--- config.mk ---
export PLATFORM = sky130hd
export DESIGN_NAME = dmem_arbiter_flat
export DESIGN_NICKNAME = d
export VERILOG_FILES = /design/src/rtl/dmem_arbiter_pkg.sv /design/src/rtl/dmem_arbiter_if.sv /design/src/rtl/dmem_arbiter_lane_fmt.sv /design/src/rtl/dmem_arbiter.sv /design/src/flat_wrapper.sv
export SDC_FILE = /design/constraint.sdc
export NUM_CORES = 1
export LEC_CHECK = 0
export BUFFER_PORTS_ARGS = -buffer_cell sky130_fd_sc_hd__buf_4
export CORE_ASPECT_RATIO = 0.9
export CORE_MARGIN = 2
export CORE_UTILIZATION = 40
export DETAILED_ROUTE_END_ITERATION = 16
export GPL_TIMING_DRIVEN = 0
export MAX_ROUTING_LAYER = met4
export PLACE_DENSITY = 0.71
export SLEW_MARGIN = 40
export SYNTH_ARGS = -nofsm -noshare
export SYNTH_HDL_FRONTEND = slang
export SYNTH_SLANG_ARGS = --single-unit
--- constraint.sdc ---
create_clock -name clk -period 1.94 [get_ports clk]
set_input_delay 0.291 -clock clk [delete_from_list [all_inputs] [get_ports clk]]
set_output_delay 0.291 -clock clk [all_outputs]
set_load 0.01 [all_outputs]
--- src/rtl/dmem_arbiter_pkg.sv ---
// Shared definitions for the data-memory arbiter: access size codes, FSM states,
// grant identities and the CPU alignment rule.
package dmem_arbiter_pkg;

    localparam int DATA_W = 32;

    localparam logic [1:0] SIZE_B = 2'b00;
    localparam logic [1:0] SIZE_H = 2'b01;
    localparam logic [1:0] SIZE_W = 2'b10;

    typedef enum logic [1:0] {
        ST_IDLE  = 2'd0,
        ST_ISSUE = 2'd1,
        ST_RESP  = 2'd2
    } state_t;

    typedef enum logic {
        GRANT_CPU = 1'b0,
        GRANT_DBG = 1'b1
    } grant_t;

    // Size code 11 is never legal, so it is reported the same way as a misalignment.
    function automatic logic misaligned(input logic [1:0] size, input logic [1:0] lo);
        case (size)
            SIZE_B:  return 1'b0;
            SIZE_H:  return lo[0];
            SIZE_W:  return lo != 2'b00;
            default: return 1'b1;
        endcase
    endfunction

endpackage

--- src/rtl/dmem_arbiter_if.sv ---
// CPU, debug and RAM port bundle of the data-memory arbiter.
// slave = arbiter view, master = requesters plus RAM.
interface dmem_arbiter_if #(
    parameter int AW      = 32,
    parameter int DEPTH_W = 10
);
    logic               c_req;
    logic               c_we;
    logic [1:0]         c_size;
    logic               c_sext;
    logic [AW-1:0]      c_addr;
    logic [31:0]        c_wdata;
    logic [31:0]        c_rdata;
    logic               c_ack;
    logic               c_err;

    logic               d_req;
    logic               d_we;
    logic [AW-1:0]      d_addr;
    logic [31:0]        d_wdata;
    logic [31:0]        d_rdata;
    logic               d_ack;

    logic               m_en;
    logic [3:0]         m_we;
    logic [DEPTH_W-1:0] m_addr;
    logic [31:0]        m_wdata;
    logic [31:0]        m_rdata;

    modport slave (
        input  c_req, c_we, c_size, c_sext, c_addr, c_wdata,
        output c_rdata, c_ack, c_err,
        input  d_req, d_we, d_addr, d_wdata,
        output d_rdata, d_ack,
        output m_en, m_we, m_addr, m_wdata,
        input  m_rdata
    );

    modport master (
        output c_req, c_we, c_size, c_sext, c_addr, c_wdata,
        input  c_rdata, c_ack, c_err,
        output d_req, d_we, d_addr, d_wdata,
        input  d_rdata, d_ack,
        input  m_en, m_we, m_addr, m_wdata,
        output m_rdata
    );
endinterface

--- src/rtl/dmem_arbiter_lane_fmt.sv ---
// Combinational lane logic: store byte-enables and lane replication,
// load byte/half extraction with sign or zero extension (little-endian).
module dmem_arbiter_lane_fmt
    import dmem_arbiter_pkg::*;
(
    input  logic [1:0]        st_size,
    input  logic [1:0]        st_lo,
    input  logic [DATA_W-1:0] st_wdata,
    output logic [3:0]        st_be,
    output logic [DATA_W-1:0] st_lane,
    input  logic [1:0]        ld_size,
    input  logic [1:0]        ld_lo,
    input  logic              ld_sext,
    input  logic [DATA_W-1:0] ld_rdata,
    output logic [DATA_W-1:0] ld_data
);
    logic [7:0]  lane_b;
    logic [15:0] lane_h;

    function automatic logic [31:0] extend8(input logic [7:0] v, input logic sext);
        logic signed [7:0] sv;
        sv = v;
        return sext ? 32'(sv) : {24'b0, v};
    endfunction

    function automatic logic [31:0] extend16(input logic [15:0] v, input logic sext);
        logic signed [15:0] sv;
        sv = v;
        return sext ? 32'(sv) : {16'b0, v};
    endfunction

    // Replicating the store data lets the byte enables alone pick the target lane.
    always_comb begin
        st_be   = 4'b1111;
        st_lane = st_wdata;
        case (st_size)
            SIZE_B: begin
                st_be   = 4'b0001 << st_lo;
                st_lane = {4{st_wdata[7:0]}};
            end
            SIZE_H: begin
                st_be   = 4'b0011 << {st_lo[1], 1'b0};
                st_lane = {2{st_wdata[15:0]}};
            end
            default: ;
        endcase
    end

    always_comb begin
        lane_b  = ld_rdata[{ld_lo, 3'b000} +: 8];
        lane_h  = ld_rdata[{ld_lo[1], 4'b0000} +: 16];
        ld_data = ld_rdata;
        case (ld_size)
            SIZE_B:  ld_data = extend8(lane_b, ld_sext);
            SIZE_H:  ld_data = extend16(lane_h, ld_sext);
            default: ;
        endcase
    end

endmodule

--- src/rtl/dmem_arbiter.sv ---
// Data-memory port owner: round-robin between CPU and debug, one access at a time
// over a synchronous RAM (IDLE -> ISSUE -> RESP), misaligned CPU accesses answered with err.
module dmem_arbiter
    import dmem_arbiter_pkg::*;
#(
    parameter int AW      = 32,
    parameter int DEPTH_W = 10
) (
    input logic           clk,
    input logic           rst,
    dmem_arbiter_if.slave bus
);
    state_t              state;
    grant_t              last_grant;
    grant_t              grant_q;
    grant_t              sel_grant;
    logic                any_req;
    logic                sel_we;
    logic                sel_sext;
    logic                sel_err;
    logic [1:0]          sel_size;
    logic [1:0]          sel_lo;
    logic [AW-1:0]       sel_addr;
    logic [DATA_W-1:0]   sel_wdata;
    logic                we_q;
    logic                sext_q;
    logic                err_q;
    logic [1:0]          size_q;
    logic [1:0]          lo_q;
    logic [3:0]          st_be;
    logic [DATA_W-1:0]   st_lane;
    logic [DATA_W-1:0]   ld_data;

    // On a tie the port that did not win last time is granted.
    always_comb begin
        any_req   = bus.c_req | bus.d_req;
        sel_grant = (bus.c_req && (!bus.d_req || last_grant == GRANT_DBG)) ? GRANT_CPU : GRANT_DBG;
        if (sel_grant == GRANT_CPU) begin
            sel_we    = bus.c_we;
            sel_size  = bus.c_size;
            sel_sext  = bus.c_sext;
            sel_addr  = bus.c_addr;
            sel_lo    = bus.c_addr[1:0];
            sel_wdata = bus.c_wdata;
            sel_err   = misaligned(bus.c_size, bus.c_addr[1:0]);
        end else begin
            sel_we    = bus.d_we;
            sel_size  = SIZE_W;
            sel_sext  = 1'b0;
            sel_addr  = bus.d_addr;
            sel_lo    = 2'b00;
            sel_wdata = bus.d_wdata;
            sel_err   = 1'b0;
        end
    end

    dmem_arbiter_lane_fmt u_lane_fmt (
        .st_size  (sel_size),
        .st_lo    (sel_lo),
        .st_wdata (sel_wdata),
        .st_be    (st_be),
        .st_lane  (st_lane),
        .ld_size  (size_q),
        .ld_lo    (lo_q),
        .ld_sext  (sext_q),
        .ld_rdata (bus.m_rdata),
        .ld_data  (ld_data)
    );

    // Reset clears m_en/m_we asynchronously so an in-flight write never reaches the RAM.
    always_ff @(posedge clk or negedge rst) begin
        if (!rst) begin
            state       <= ST_IDLE;
            last_grant  <= GRANT_DBG;
            grant_q     <= GRANT_CPU;
            we_q        <= 1'b0;
            sext_q      <= 1'b0;
            err_q       <= 1'b0;
            size_q      <= SIZE_B;
            lo_q        <= 2'b00;
            bus.c_rdata <= '0;
            bus.c_ack   <= 1'b0;
            bus.c_err   <= 1'b0;
            bus.d_rdata <= '0;
            bus.d_ack   <= 1'b0;
            bus.m_en    <= 1'b0;
            bus.m_we    <= 4'b0000;
            bus.m_addr  <= '0;
            bus.m_wdata <= '0;
        end else begin
            bus.c_ack   <= 1'b0;
            bus.c_err   <= 1'b0;
            bus.c_rdata <= '0;
            bus.d_ack   <= 1'b0;
            bus.d_rdata <= '0;
            case (state)
                ST_IDLE: begin
                    if (any_req) begin
                        grant_q    <= sel_grant;
                        last_grant <= sel_grant;
                        we_q       <= sel_we;
                        size_q     <= sel_size;
                        sext_q     <= sel_sext;
                        lo_q       <= sel_lo;
                        err_q      <= sel_err;
                        if (sel_err) begin
                            state <= ST_RESP;
                        end else begin
                            state       <= ST_ISSUE;
                            bus.m_en    <= 1'b1;
                            bus.m_we    <= sel_we ? st_be : 4'b0000;
                            bus.m_addr  <= DEPTH_W'(sel_addr >> 2);
                            bus.m_wdata <= st_lane;
                        end
                    end
                end
                ST_ISSUE: begin
                    bus.m_en <= 1'b0;
                    bus.m_we <= 4'b0000;
                    state    <= ST_RESP;
                end
                ST_RESP: begin
                    if (grant_q == GRANT_CPU) begin
                        bus.c_ack   <= 1'b1;
                        bus.c_err   <= err_q;
                        bus.c_rdata <= (err_q || we_q) ? '0 : ld_data;
                    end else begin
                        bus.d_ack   <= 1'b1;
                        bus.d_rdata <= we_q ? '0 : ld_data;
                    end
                    state <= ST_IDLE;
                end
                default: state <= ST_IDLE;
            endcase
        end
    end

endmodule

--- src/flat_wrapper.sv ---
// flat-port wrapper written by rule: the top's interface ports become plain ports
module dmem_arbiter_flat import dmem_arbiter_pkg::*;
#(
    parameter int AW      = 32,
    parameter int DEPTH_W = 10
)
  (clk, rst, bus_c_req, bus_c_we, bus_c_size, bus_c_sext, bus_c_addr, bus_c_wdata, bus_c_rdata, bus_c_ack, bus_c_err, bus_d_req, bus_d_we, bus_d_addr, bus_d_wdata, bus_d_rdata, bus_d_ack, bus_m_en, bus_m_we, bus_m_addr, bus_m_wdata, bus_m_rdata);
  dmem_arbiter_if #(.AW(AW), .DEPTH_W(DEPTH_W)) bus_i ();
  input logic clk;
  input logic rst;
  input wire logic [$bits(bus_i.c_req)-1:0] bus_c_req;
  input wire logic [$bits(bus_i.c_we)-1:0] bus_c_we;
  input wire logic [$bits(bus_i.c_size)-1:0] bus_c_size;
  input wire logic [$bits(bus_i.c_sext)-1:0] bus_c_sext;
  input wire logic [$bits(bus_i.c_addr)-1:0] bus_c_addr;
  input wire logic [$bits(bus_i.c_wdata)-1:0] bus_c_wdata;
  output wire logic [$bits(bus_i.c_rdata)-1:0] bus_c_rdata;
  output wire logic [$bits(bus_i.c_ack)-1:0] bus_c_ack;
  output wire logic [$bits(bus_i.c_err)-1:0] bus_c_err;
  input wire logic [$bits(bus_i.d_req)-1:0] bus_d_req;
  input wire logic [$bits(bus_i.d_we)-1:0] bus_d_we;
  input wire logic [$bits(bus_i.d_addr)-1:0] bus_d_addr;
  input wire logic [$bits(bus_i.d_wdata)-1:0] bus_d_wdata;
  output wire logic [$bits(bus_i.d_rdata)-1:0] bus_d_rdata;
  output wire logic [$bits(bus_i.d_ack)-1:0] bus_d_ack;
  output wire logic [$bits(bus_i.m_en)-1:0] bus_m_en;
  output wire logic [$bits(bus_i.m_we)-1:0] bus_m_we;
  output wire logic [$bits(bus_i.m_addr)-1:0] bus_m_addr;
  output wire logic [$bits(bus_i.m_wdata)-1:0] bus_m_wdata;
  input wire logic [$bits(bus_i.m_rdata)-1:0] bus_m_rdata;
  assign bus_i.c_req = bus_c_req;
  assign bus_i.c_we = bus_c_we;
  assign bus_i.c_size = bus_c_size;
  assign bus_i.c_sext = bus_c_sext;
  assign bus_i.c_addr = bus_c_addr;
  assign bus_i.c_wdata = bus_c_wdata;
  assign bus_c_rdata = bus_i.c_rdata;
  assign bus_c_ack = bus_i.c_ack;
  assign bus_c_err = bus_i.c_err;
  assign bus_i.d_req = bus_d_req;
  assign bus_i.d_we = bus_d_we;
  assign bus_i.d_addr = bus_d_addr;
  assign bus_i.d_wdata = bus_d_wdata;
  assign bus_d_rdata = bus_i.d_rdata;
  assign bus_d_ack = bus_i.d_ack;
  assign bus_m_en = bus_i.m_en;
  assign bus_m_we = bus_i.m_we;
  assign bus_m_addr = bus_i.m_addr;
  assign bus_m_wdata = bus_i.m_wdata;
  assign bus_i.m_rdata = bus_m_rdata;
  dmem_arbiter #(.AW(AW), .DEPTH_W(DEPTH_W)) u_core (.clk(clk), .rst(rst), .bus(bus_i));
endmodule
## Word level (Yosys, flattened, before mapping)

Index checks and enable logic that the tools add are counted.

| word-level totals | value |
|---|---|
| register bits | 125 |
| output and inout port bits | 114 |
| input port bits | 169 |
| logic and storage cells | 80 |

| cells by class | value |
|---|---|
| shift operators | 4 |
| reductions and logical operators | 13 |
| mux-type cells | 36 |
| bitwise operators | 2 |
| equal/unequal tests | 8 |

Operator list:

| kind | number |
|---|---|
| 2-to-1 mux 32 bit | 9 |
| case mux 32 bit (2 select lines) | 2 |
| indexed part select 32 x 6 -> 16 bit | 1 |
| indexed part select 32 x 6 -> 8 bit | 1 |
| case mux 4 bit (2 select lines) | 2 |
| 2-to-1 mux 1 bit | 12 |
| 2-to-1 mux 12 bit | 1 |
| 2-to-1 mux 4 bit | 3 |
| equality test 2 x 1 -> 1 bit (second input constant) | 4 |
| zero test 2 bit | 4 |
| 2-to-1 mux 2 bit | 4 |
| AND reduction 3 bit | 2 |
| equality test 2 bit (second input constant) | 2 |
| case mux 2 bit (2 select lines) | 1 |
| nonzero test 2 bit | 2 |
| << shifter 1 x 2 -> 4 bit (first input constant) | 1 |
| << shifter 2 x 2 -> 4 bit (first input constant) | 1 |
| case mux 1 bit (3 select lines) | 1 |
| logical OR 1 bit | 2 |
| != test 2 x 1 -> 1 bit (second input constant) | 1 |
| != test 2 bit (second input constant) | 1 |
| case mux 1 bit (2 select lines) | 1 |
| AND reduction 2 bit | 1 |
| logical AND 1 bit | 1 |
| other kinds (3) | 3 |

## Depth between registers and ports, before layout

Gate-level depths: netlist (run 1).

| depth | value |
|---|---|
| word-level depth | 10 |
| gate-level depth with buffers | 7 |
| gate-level depth less buffers | 4 |

## Modules after synthesis

From an unflattened synthesis (run 1), not the netlist that was laid out.

| second synthesis, totals | value |
|---|---|
| cell total of the unflattened synthesis | 574 |
| area total of the unflattened synthesis | 6209.7 um^2 |

By module, submodules not included:

| module | area each (um^2) | cells an instance | instances |
|---|---|---|---|
| dmem_arbiter | 4993.5 | 418 | 1 |
| dmem_arbiter_lane_fmt | 1216.2 | 156 | 1 |

## Worst setup path before layout (run 1)

Ideal clock, no wire load.

| timing path | value |
|---|---|
| kind | register -> register |
| start point | reg u_core.last_grant |
| end point | reg u_core.bus.m_wdata[7] |
| arrival | 1769 ps |
| clock period less this slack | 1893 ps |
| path buffers | 3 |
| slack | 47 ps |
| stages on the path, launching flop included | 8 |
| cell sequence | dfstp_2 -> and2b_1 -> buf_6 -> nor2_4 -> buf_6 -> buf_6 -> mux2_4 -> mux2_2 |

| between the ends | value |
|---|---|
| cells in the longest elaborated chain, start to end | 5 |
| elaborated cells on any way between the ends | 7 |

Ends and longest elaborated chain:

| element | RTL line | source |
|---|---|---|
| start, declared | dmem_arbiter.sv:14 | `grant_t last_grant;` |
| start signal, assigned | dmem_arbiter.sv:100 | `last_grant <= sel_grant;` |
| logical OR 1 bit (*) | dmem_arbiter.sv:37 | `sel_grant = (bus.c_req && (!bus.d_req \|\| last_grant == GRANT_DBG)) ? GRANT_CPU : GRANT_DBG;` |
| logical AND 1 bit (*) | dmem_arbiter.sv:37 |  |
| 2-to-1 mux 1 bit | dmem_arbiter.sv:38 | `if (sel_grant == GRANT_CPU) begin` |
| NOT 1 bit (no source line) | -- |  |
| AND reduction 3 bit (no source line) | -- |  |
| end signal, assigned | dmem_arbiter.sv:113 | `bus.m_wdata <= st_lane;` |
| end, declared | dmem_arbiter_if.sv:35 | `output m_en, m_we, m_addr, m_wdata,` |

Mark *: on every way between the ends. The rest lies on a longest branch, timed or not.
A chain may end at the register's enable or synchronous reset.

## Worst setup path after layout (run 1)

| timing path | value |
|---|---|
| start point | reg u_core.last_grant |
| end point | reg u_core.bus.m_wdata[27] |

| between the ends | value |
|---|---|
| cells in the longest elaborated chain, start to end | 5 |
| elaborated cells on any way between the ends | 10 |

Ends and longest elaborated chain:

| element | RTL line | source |
|---|---|---|
| logical OR 1 bit (*) | dmem_arbiter.sv:37 |  |
| logical AND 1 bit (*) | dmem_arbiter.sv:37 |  |
| 2-to-1 mux 2 bit or 2-to-1 mux 1 bit (tied branches) | dmem_arbiter.sv:38 |  |
| equality test 2 x 1 -> 1 bit (tied with other cells) | dmem_arbiter_lane_fmt.sv:36 | `case (st_size)` |
| case mux 32 bit (2 select lines) or AND reduction 3 bit (tied branches) | -- |  |

Marks and branches as above.

==> reports/results.ini, run 1 <==
[status]
outcome=finished clean

[yosys]
synth.avg_cell_area_um2=11.5
async_reset_ff_frac=1.00
yosysMostFrequentCell=dfrtp_1
yosysUniqueCellTypes=44
synth.area.top_cells=dfrtp_1, mux2_2, mux2i_1
synth_top_area_share=0.529
synth_ff_type=dfrtp_1
synth_nets=679
ys_seq_elements=125
synth_edf_count=0
synth.largest_area_cell=dfrtp_1
netlist_area_um2=5860
syn_inst=510
yosys_warnings=0
yosysSeqAreaShare=0.534
ys_top_cells_by_count=dfrtp_1, mux2_2, nor3_1, o21ai_0

[cells_and_area]
final_cells=985
synthToLayoutAreaGrowth_pct=49.4
nFillCells=1160
finalNetCount=949
antenna_cells=0
drive_above_1_share=0.485

[die]
dieHeight_um=119
initial_core_util=0.414
pin_count=283
fp.coreArea_um2=14200
die_area_um2=15600
rows=41
die_x_um=132

[global_routing]
grt_usage=0.248
grt_max_degree=66
overflow=0
antenna_found_initial=0
first_global_vias=5386
grt_pass1_wl_um=29000

[placement]
place_hpwl_um=14000
gp_congestion=0.844
port_buffers=237
dp_cells=941

[cts]
clk_pin_slew_worst_paths_ns=0.06
cts_buffers=17
cts_tree=yes
clk_latency_ns=0.42
clk_path_buf_depth=2
cts_root_buf=clkbuf_16
htree_levels=4
cts_num_sinks=125

[setup_path]
timing.rr.end=u_core.bus.m_wdata[27]
r2r_start=u_core.last_grant
start_kind=register
crit_required_ns=2.24
r2r_slack_ns=0.02
r2r_cells=7
cp.arrival_ns=2.23
crit_type=reg2reg
setup.worst_path.end_class=register
crit_path_max_fanout=6

[sta]
whs_ns=0.107
fin_tns_setup_ns=0
worst_pin_slew_ns=0.579
fmaxAchievable_ghz=0.520
setup_viol=0
grt_setup_unrepaired=yes
fin_skew_ns=0.00881
report.final.hold_viol_count=0
fin_crit_sh=0.991
slew_violations=0
slew_headroom=0.613
period_needed_ns=1.92

[min_path]
hold_start=bus_c_sext
hold_end=u_core.sext_q
min_path_type=in2reg
hold_path_depth=2

[flow_run]
cap_violations=0

[detailed_routing]
drt_iter0_drc=315
drc_errors=0
via_per_inst=5.26
num_vias=5184
antenna_left=0
routedWlPerCell_um=19.0
finalWirelength_um=18700
drt_pre_antenna_iters=6

[power]
p_per_area_nw_per_um2=1390
leakage_nw=4.24
ir_drop_v=0.000781

placed cells by master, fill, tap and decap left out, types with 20 or more instances in the layout:
master | synthesis | routed
buf_4 | 5 | 246
dfrtp_1 | 124 | 124
mux2_2 | 59 | 55
nor3_1 | 48 | 47
o21ai_0 | 44 | 44
nor2b_1 | 27 | 27
nor2_1 | 27 | 27
mux2i_1 | 26 | 25
nand2_1 | 25 | 24
clkbuf_1 | 19 | 20
through the flow:
step,utilization,worst slack (ns),power [W],instance area [µm²]
6_report,0.619,0.0170,0.0122,8760
5_1_grt,0.619,-0.0290,0.0128,8760
3_3_place_gp,0.557,-0.192,0.00850,7880
4_1_cts,0.613,0.0137,0.0121,8670
3_5_place_dp,0.559,-0.264,0.00863,7920
2_1_floorplan,-,0.0465,0.00659,5860
where the power goes:
group | leakage, nW | internal (W) | switching [W] | total [W]
combinational | 2.33 | 0.00262 | 0.00255 | 0.00518
clock | 0.285 | 0.00208 | 0.00115 | 0.00323
sequential | 1.63 | 0.00338 | 0.000425 | 0.00380
total | 4.24 | 0.00808 | 0.00413 | 0.0122
cell families (layout without fill, tap and decap cells):
group,after synthesis,after routing,share of synthesized area
compound gates,96,96,0.107
simple gates,146,146,0.124
buf+inv,42,324,0.0363
flops,125,125,0.534
mux,101,101,0.199
critical path: stages (launching register included):
cell	delay, ns
dfstp_2	0.54
and2b_4	0.21
nor2_4	0.15
buf_8	0.13
buf_12	0.12
buf_8	0.12
mux2_4	0.29
mux2_4	0.25
layout make-up:
| type | count | area, µm² | area share |
|---|---|---|---|
| Sequential cell | 125 | 3130 | 0.357 |
| Multi-Input combinational cell | 343 | 2580 | 0.294 |
| Timing Repair Buffer | 252 | 1970 | 0.225 |
| Clock buffer | 21 | 460 | 0.0526 |
| Tap cell | 193 | 241 | 0.0276 |
| Buffer | 37 | 220 | 0.0251 |
| Clock inverter | 10 | 140 | 0.0160 |
| Inverter | 4 | 15.0 | 0.00171 |
flip-flops by register name, indices dropped and copies added (netlist names):
name and count:
u_core.bus.c_err 1, u_core.last_grant 1, u_core.err_q 1, u_core.bus.m_we 4, u_core.grant_q 1, u_core.lo_q 2
u_core.bus.d_rdata 32, u_core.state 2, u_core.bus.m_wdata 32, u_core.bus.m_en 1, u_core.we_q 1, u_core.bus.d_ack 1
u_core.bus.m_addr 10, u_core.sext_q 1, u_core.size_q 2, u_core.bus.c_rdata 32, u_core.bus.c_ack 1
worst max path at each step:
stage,startpoint,end,slack (ns),cells after the start
6_report,u_core.last_grant,u_core.bus.m_wdata[27],0.02,7
5_1_grt,u_core.last_grant,u_core.bus.m_wdata[29],-0.03,7
4_1_cts,u_core.last_grant,u_core.bus.m_wdata[14],0.01,7
3_5_place_dp,u_core.last_grant,u_core.bus.m_addr[6],-0.26,5
3_3_place_gp,u_core.last_grant,u_core.bus.m_addr[7],-0.19,5
2_1_floorplan,u_core.last_grant,u_core.bus.m_wdata[7],0.05,7
layer usage:
metal  up-vias  wire, µm  GRT usage
li1       2364         -          -
met1      2544      7460      0.295
met2       248      9380      0.407
met3        28      1600     0.0847
met4         0       295     0.0645
met5         -         0          -
repair_timing:
| item | CTS | global route |
|---|---|---|
| hold endpoints to repair | 60 | 0 |
| setup buffers | 8 | 6 |
| gates cloned | 1 | 0 |
| gates resized for setup | 9 | 23 |
| setup endpoints to repair | 63 | 86 |
| hold buffers | 1 | 0 |
| pin swaps | 0 | 5 |
(Power assumes the default switching activity.)
==> inputs of run 2 (changes only) <==
--- a/config.mk
+++ b/config.mk
@@ -11,8 +11,10 @@
 export CORE_UTILIZATION = 40
 export DETAILED_ROUTE_END_ITERATION = 16
 export GPL_TIMING_DRIVEN = 0
+export HOLD_SLACK_MARGIN = 0.12
 export MAX_ROUTING_LAYER = met4
 export PLACE_DENSITY = 0.71
+export RECOVER_POWER = 100
 export SLEW_MARGIN = 40
 export SYNTH_ARGS = -nofsm -noshare
 export SYNTH_HDL_FRONTEND = slang
==> constraint.sdc (replaced) <==
create_clock -name clk -period 1.6 [get_ports clk]
set_input_delay 0.24 -clock clk [delete_from_list [all_inputs] [get_ports clk]]
set_output_delay 0.24 -clock clk [all_outputs]
set_load 0.01 [all_outputs]
==> run 2 against run 1 <==
Effect of this change:
- the run now ends with negative setup slack left
- highest routed layer unchanged
- count of clock-buffer cells in the layout decreased by 1
- combinational power increased by 64%
- hold slack improved by 0.033 ns
- sequential cell count unchanged
==> reports/results.ini, run 2 (synthesis gave the netlist of run 1 again) <==
[sta]
worst_pin_slew_ns=0.833  ; +0.254 ns
slew_violations=0  ; unchanged
setup_viol=98  ; +98
timing.final.ws_setup_ns=-0.267  ; -0.284 ns
fmaxAchievable_ghz=0.536  ; +3.0%
fin_skew_ns=0.0102  ; +0.00140 ns
report.final.hold_viol_count=0  ; unchanged
slew_headroom=0.445  ; -0.169
grt_setup_unrepaired=yes
fin_crit_sh=1.17  ; +0.175
fin_tns_setup_ns=-16.79  ; -16.79 ns
period_needed_ns=1.87  ; -0.0564 ns

[global_routing]
first_global_vias=6049  ; +12%
antenna_found_initial=0  ; unchanged
grt_usage=0.281  ; +0.0326
overflow=0  ; unchanged
grt_pass1_wl_um=32900  ; +13%
grt_max_degree=70  ; +6.1%

[die]
pin_count=283  ; unchanged
fp.coreArea_um2=14200  ; unchanged
initial_core_util=0.414  ; unchanged
rows=41  ; unchanged
die_area_um2=15600  ; unchanged
dieHeight_um=119  ; unchanged
die_x_um=132  ; unchanged

[cts]
clk_path_buf_depth=2  ; unchanged
cts_tree=yes
cts_root_buf=clkbuf_16
clk_latency_ns=0.42  ; about the same
cts_num_sinks=125  ; unchanged
clk_pin_slew_worst_paths_ns=0.06  ; about the same
htree_levels=4  ; unchanged
cts_buffers=17  ; unchanged

[cells_and_area]
synthToLayoutAreaGrowth_pct=63.8
finalNetCount=989  ; +4.2%
top_regs=u_core.bus.c_rdata: 32 flops, u_core.bus.d_rdata: 32 flops, u_core.bus.m_wdata: 32 flops
nFillCells=1099  ; -5.3%
layout_commonest_cell=buf_4
layout_common_cells=buf_4, dfrtp_1, clkbuf_1
drive_above_1_share=0.468  ; -0.0167
final_cells=1026  ; +4.2%
antenna_cells=0  ; unchanged

[detailed_routing]
routedWlPerCell_um=21.5  ; +13%
drc_errors=0  ; unchanged
antenna_left=0  ; unchanged
finalWirelength_um=22000  ; +18%
num_vias=5670  ; +9.4%
drt_pre_antenna_iters=5  ; -1
via_per_inst=5.53  ; +5.0%
drt_iter0_drc=333  ; +5.7%

[setup_path]
crit_required_ns=1.90  ; -0.34 ns
crit_path_max_fanout=4  ; -2
r2r_start=u_core.last_grant
r2r_cells=7  ; unchanged
setup.worst_path.end_class=register
crit_type=reg2reg
r2r_slack_ns=-0.27  ; -0.28 ns
cp.arrival_ns=2.17  ; -0.06 ns
timing.rr.end=u_core.bus.m_wdata[0]
start_kind=register

[power]
p_per_area_nw_per_um2=1790  ; +29%
leakage_nw=4.28  ; +0.85%
ir_drop_v=0.00114  ; +45%

[placement]
dp_cells=941  ; unchanged
place_hpwl_um=14500  ; +3.3%
dpl_worst_slack_ns=-0.419  ; -0.155 ns
port_buffers=237  ; unchanged
gp_congestion=0.860  ; +1.9%

[min_path]
hold_path_depth=3  ; +1
hold_start=bus_m_rdata[7]
min_path_type=in2reg
hold_end=u_core.bus.d_rdata[7]

[status]
outcome=complete, but fails checks
violations=negative setup slack

[flow_run]
cap_violations=0  ; unchanged

==> run 2: cell count changes in the layout (fill, tap and decap cells not counted), sizes merged <==
cell,previous run,this run
clkinv,4,5
clkbuf,45,149
dlygate4sd3,1,12
inv,4,5
buf,264,187
o22ai,6,7
==> run 2: routing by layer <==
metal / global-route usage / wire length, µm / vias to the layer above / share of wire
li1: - / - / 2458 / -
met1: 0.314 / 8190 / 2821 / 0.37
met2: 0.485 / 11400 / 314 / 0.52
met3: 0.0864 / 1630 / 77 / 0.074
met4: 0.0863 / 854 / 0 / 0.039
met5: - / 0 / - / 0
==> run 2: worst max path at each step <==
| stage | end | startpoint | cells past startpoint | slack, ns |
|---|---|---|---|---|
| floorplan | u_core.bus.m_wdata[25] | u_core.last_grant | 7 | -0.28 |
| detailed placement | u_core.bus.m_wdata[27] | u_core.last_grant | 7 | -0.42 |
| global placement | u_core.bus.m_wdata[7] | u_core.last_grant | 7 | -0.38 |
| global route | u_core.bus.m_wdata[0] | u_core.last_grant | 7 | -0.30 |
| finish | u_core.bus.m_wdata[0] | u_core.last_grant | 7 | -0.27 |
| CTS | u_core.bus.m_wdata[0] | u_core.last_grant | 8 | -0.34 |
==> run 2: area by class of cell <==
class	count	area, µm²	share of cell area
plain buffers	33	324	0.0337
flip-flops and latches	125	3130	0.326
inverters	4	18.8	0.00195
multi-input cells	344	3250	0.338
clock buffers	20	447	0.0465
well taps	193	241	0.0251
clock inverters	12	163	0.0169
repair buffers	295	2040	0.212
==> run 2: repair_timing <==
action,in CTS,in global routing
endpoints found under the setup margin,118,119
endpoints found under the hold margin,70,1
setup buffers,35,9
gates cloned,7,0
pin swaps,56,45
resized for setup,155,93
hold buffers,11,1
==> run 2: critical path, cell delays in order, from the launching register on <==
cell and delay [ns]:
dfstp_2 0.53, and2b_1 0.22, nor2_4 0.12, buf_8 0.14, buf_12 0.11, buf_6 0.09, mux2_4 0.28, mux2_4 0.26
==> run 2: report_power, final <==
part | internal, W | total, W | switching [W]
combinational | 0.00418 | 0.00851 | 0.00433
clock | 0.00251 | 0.00398 | 0.00147
sequential | 0.00409 | 0.00475 | 0.000659
==> run 2: through the flow <==
| stage | hold slack (ns) | utilization | instance area (µm²) | total power, W |
|---|---|---|---|---|
| 2_1_floorplan | -0.0556 | - | 5900 | 0.00807 |
| 3_3_place_gp | 0.461 | 0.560 | 7930 | 0.0104 |
| 3_5_place_dp | 0.181 | 0.562 | 7960 | 0.0106 |
| 4_1_cts | 0.122 | 0.687 | 9720 | 0.0169 |
| 5_1_grt | 0.155 | 0.679 | 9610 | 0.0180 |
| 6_report | 0.140 | 0.679 | 9610 | 0.0172 |
==> inputs of run 3 (changes only) <==
--- a/config.mk
+++ b/config.mk
@@ -13,7 +13,7 @@
 export GPL_TIMING_DRIVEN = 0
 export HOLD_SLACK_MARGIN = 0.12
 export MAX_ROUTING_LAYER = met4
-export PLACE_DENSITY = 0.71
+export PLACE_DENSITY = 0.68
 export RECOVER_POWER = 100
 export SLEW_MARGIN = 40
 export SYNTH_ARGS = -nofsm -noshare
==> constraint.sdc (replaced) <==
create_clock -name clk -period 2.1 [get_ports clk]
set_input_delay 0.315 -clock clk [delete_from_list [all_inputs] [get_ports clk]]
set_output_delay 0.315 -clock clk [all_outputs]
set_load 0.01 [all_outputs]
==> run 3 against run 2 <==
Effect of this change:
- the flow now finishes without violations
- utilization decreased by 11 points
- worst setup slack improved by 0.33 ns
- hold slack improved by 0.036 ns
- highest routed layer unchanged
- sequential power decreased by 27%
- combinational power decreased by 53%
- critical path type unchanged
- cell count decreased by 5.1%
- sequential share of layout area increased by 6.4 points
- critical path depth unchanged
- register-to-register slack improved by 0.33 ns
==> reports/results.ini, run 3 (synthesis gave the netlist of run 1 again) <==
[detailed_routing]
drc_errors=0  ; unchanged
finalWirelength_um=18600  ; -16%
num_vias=5143  ; -9.3%
drt_iter0_drc=344  ; +3.3%
routedWlPerCell_um=19.1  ; -11%
drt_pre_antenna_iters=7  ; +2
antenna_left=0  ; unchanged
via_per_inst=5.28  ; -4.5%

[placement]
gp_congestion=0.858  ; -0.24%
place_hpwl_um=14200  ; -1.8%
placed_cell_area_um2=7920  ; -0.52%
port_buffers=237  ; unchanged

[cells_and_area]
layout_commonest_cell=clkbuf_1
layout_common_cells=clkbuf_1, buf_4, dfrtp_1
final_area_um2=8040  ; -16%
finalNetCount=938  ; -5.2%
post-route-util=0.568  ; -0.111
antenna_cells=0  ; unchanged
drive_above_1_share=0.330  ; -0.138
synthToLayoutAreaGrowth_pct=37.1
top_regs=u_core.bus.c_rdata: 32 flops, u_core.bus.d_rdata: 32 flops, u_core.bus.m_wdata: 32 flops
nFillCells=1350  ; +23%

[power]
leakage_nw=3.65  ; -15%
p_per_area_nw_per_um2=1260  ; -30%
ir_drop_v=0.000601  ; -47%

[global_routing]
grt_max_degree=70  ; unchanged
antenna_found_initial=0  ; unchanged
grt_pass1_wl_um=28600  ; -13%
grt_usage=0.245  ; -0.0356
first_global_vias=5378  ; -11%
overflow=0  ; unchanged

[status]
outcome=finished clean

[sta]
fin_tns_setup_ns=0  ; +16.79 ns
slew_violations=0  ; unchanged
period_needed_ns=2.03  ; +0.167 ns
grt_setup_unrepaired=no
fin_crit_sh=0.968  ; -0.198
fmaxAchievable_ghz=0.492  ; -8.2%
whs_ns=0.176  ; +0.0356 ns
slew_headroom=0.391  ; -0.0536
setup_viol=0  ; -100%
report.final.hold_viol_count=0  ; unchanged
worst_pin_slew_ns=0.913  ; +0.0803 ns
fin_skew_ns=0.00501  ; -0.00519 ns

[cts]
cts_tree=yes
htree_levels=4  ; unchanged
cts_num_sinks=125  ; unchanged
clk_path_buf_depth=2  ; unchanged
cts_root_buf=clkbuf_16
clk_pin_slew_worst_paths_ns=0.06  ; about the same
clk_latency_ns=0.42  ; about the same
cts_buffers=17  ; unchanged

[setup_path]
setup.worst_path.end_class=register
crit_required_ns=2.40  ; +0.50 ns
crit_path_max_fanout=10  ; +6
start_kind=register
cp.arrival_ns=2.33  ; +0.16 ns
crit_type=reg2reg

[die]
fp.coreArea_um2=14200  ; unchanged
pin_count=283  ; unchanged
die_x_um=132  ; unchanged
die_area_um2=15600  ; unchanged
initial_core_util=0.414  ; unchanged
rows=41  ; unchanged
dieHeight_um=119  ; unchanged

[flow_run]
cap_violations=0  ; unchanged

[min_path]
min_path_type=in2reg

[run 3: cell type report]
cell class                 instances  area (µm²)  share of cell area
inverter                           4        15.0             0.00187
clock buffer                      18         439              0.0546
clock inverter                    13        93.8              0.0117
timing repair buffer             240        1380               0.172
multi-input combinational        343        2540               0.316
buffer                            38         199              0.0248
tap                              193         241              0.0300
sequential                       125        3130               0.389
[run 3: worst max-delay path: stages, from the launching register on]
cell and delay, ns:
dfstp_2 0.53, and2b_1 0.18, buf_6 0.14, nor2_4 0.12, buf_6 0.18, buf_6 0.19
mux2_4 0.32, mux2_2 0.26
[run 3: where the power goes]
part           switching (W)  total (W)  internal, W  leakage, nW
sequential          0.000358    0.00348      0.00312         1.63
combinational        0.00231    0.00404      0.00173         1.77
clock                0.00111    0.00264      0.00153        0.255
total                0.00377     0.0102      0.00638         3.65
[run 3: layer usage]
layer,track usage,vias up,wire length [µm]
met5,-,-,0
met4,0.0713,0,366
met3,0.0771,32,1570
met1,0.286,2510,7500
li1,-,2344,-
met2,0.410,257,9140
[run 3: final timing paths]
kind	startpoint	endpoint	cells past startpoint	slack, ns
worst max-delay path	u_core.last_grant	u_core.bus.m_wdata[7]	7	0.07
worst min-delay path	bus_c_addr[0]	u_core.lo_q[0]	2	0.18
worst max register to register	u_core.last_grant	u_core.bus.m_wdata[7]	7	0.07
worst min register to register	u_core.bus.m_wdata[22]	u_core.bus.m_wdata[22]	1	0.48
max in group asynchronous	rst	u_core.bus.m_wdata[3]	3	0.47
min in group asynchronous	rst	u_core.bus.d_rdata[12]	2	0.60
[run 3: metrics by stage]
step           total power, W  worst slack (ns)  cells
6_report               0.0102            0.0663    974
5_1_grt                0.0108            0.0102    974
4_1_cts                0.0107            0.0479    974
3_5_place_dp          0.00801           -0.0842    941
3_3_place_gp          0.00787           -0.0423    940
2_1_floorplan         0.00608             0.207    510
[run 3: timing repair]
action                                 CTS  global route
pin swaps                                0             0
endpoints found under the hold margin   69             0
setup endpoints to repair                3            35
hold buffers                             2             0
gates resized for setup                  1             4
buffers inserted                         0             0
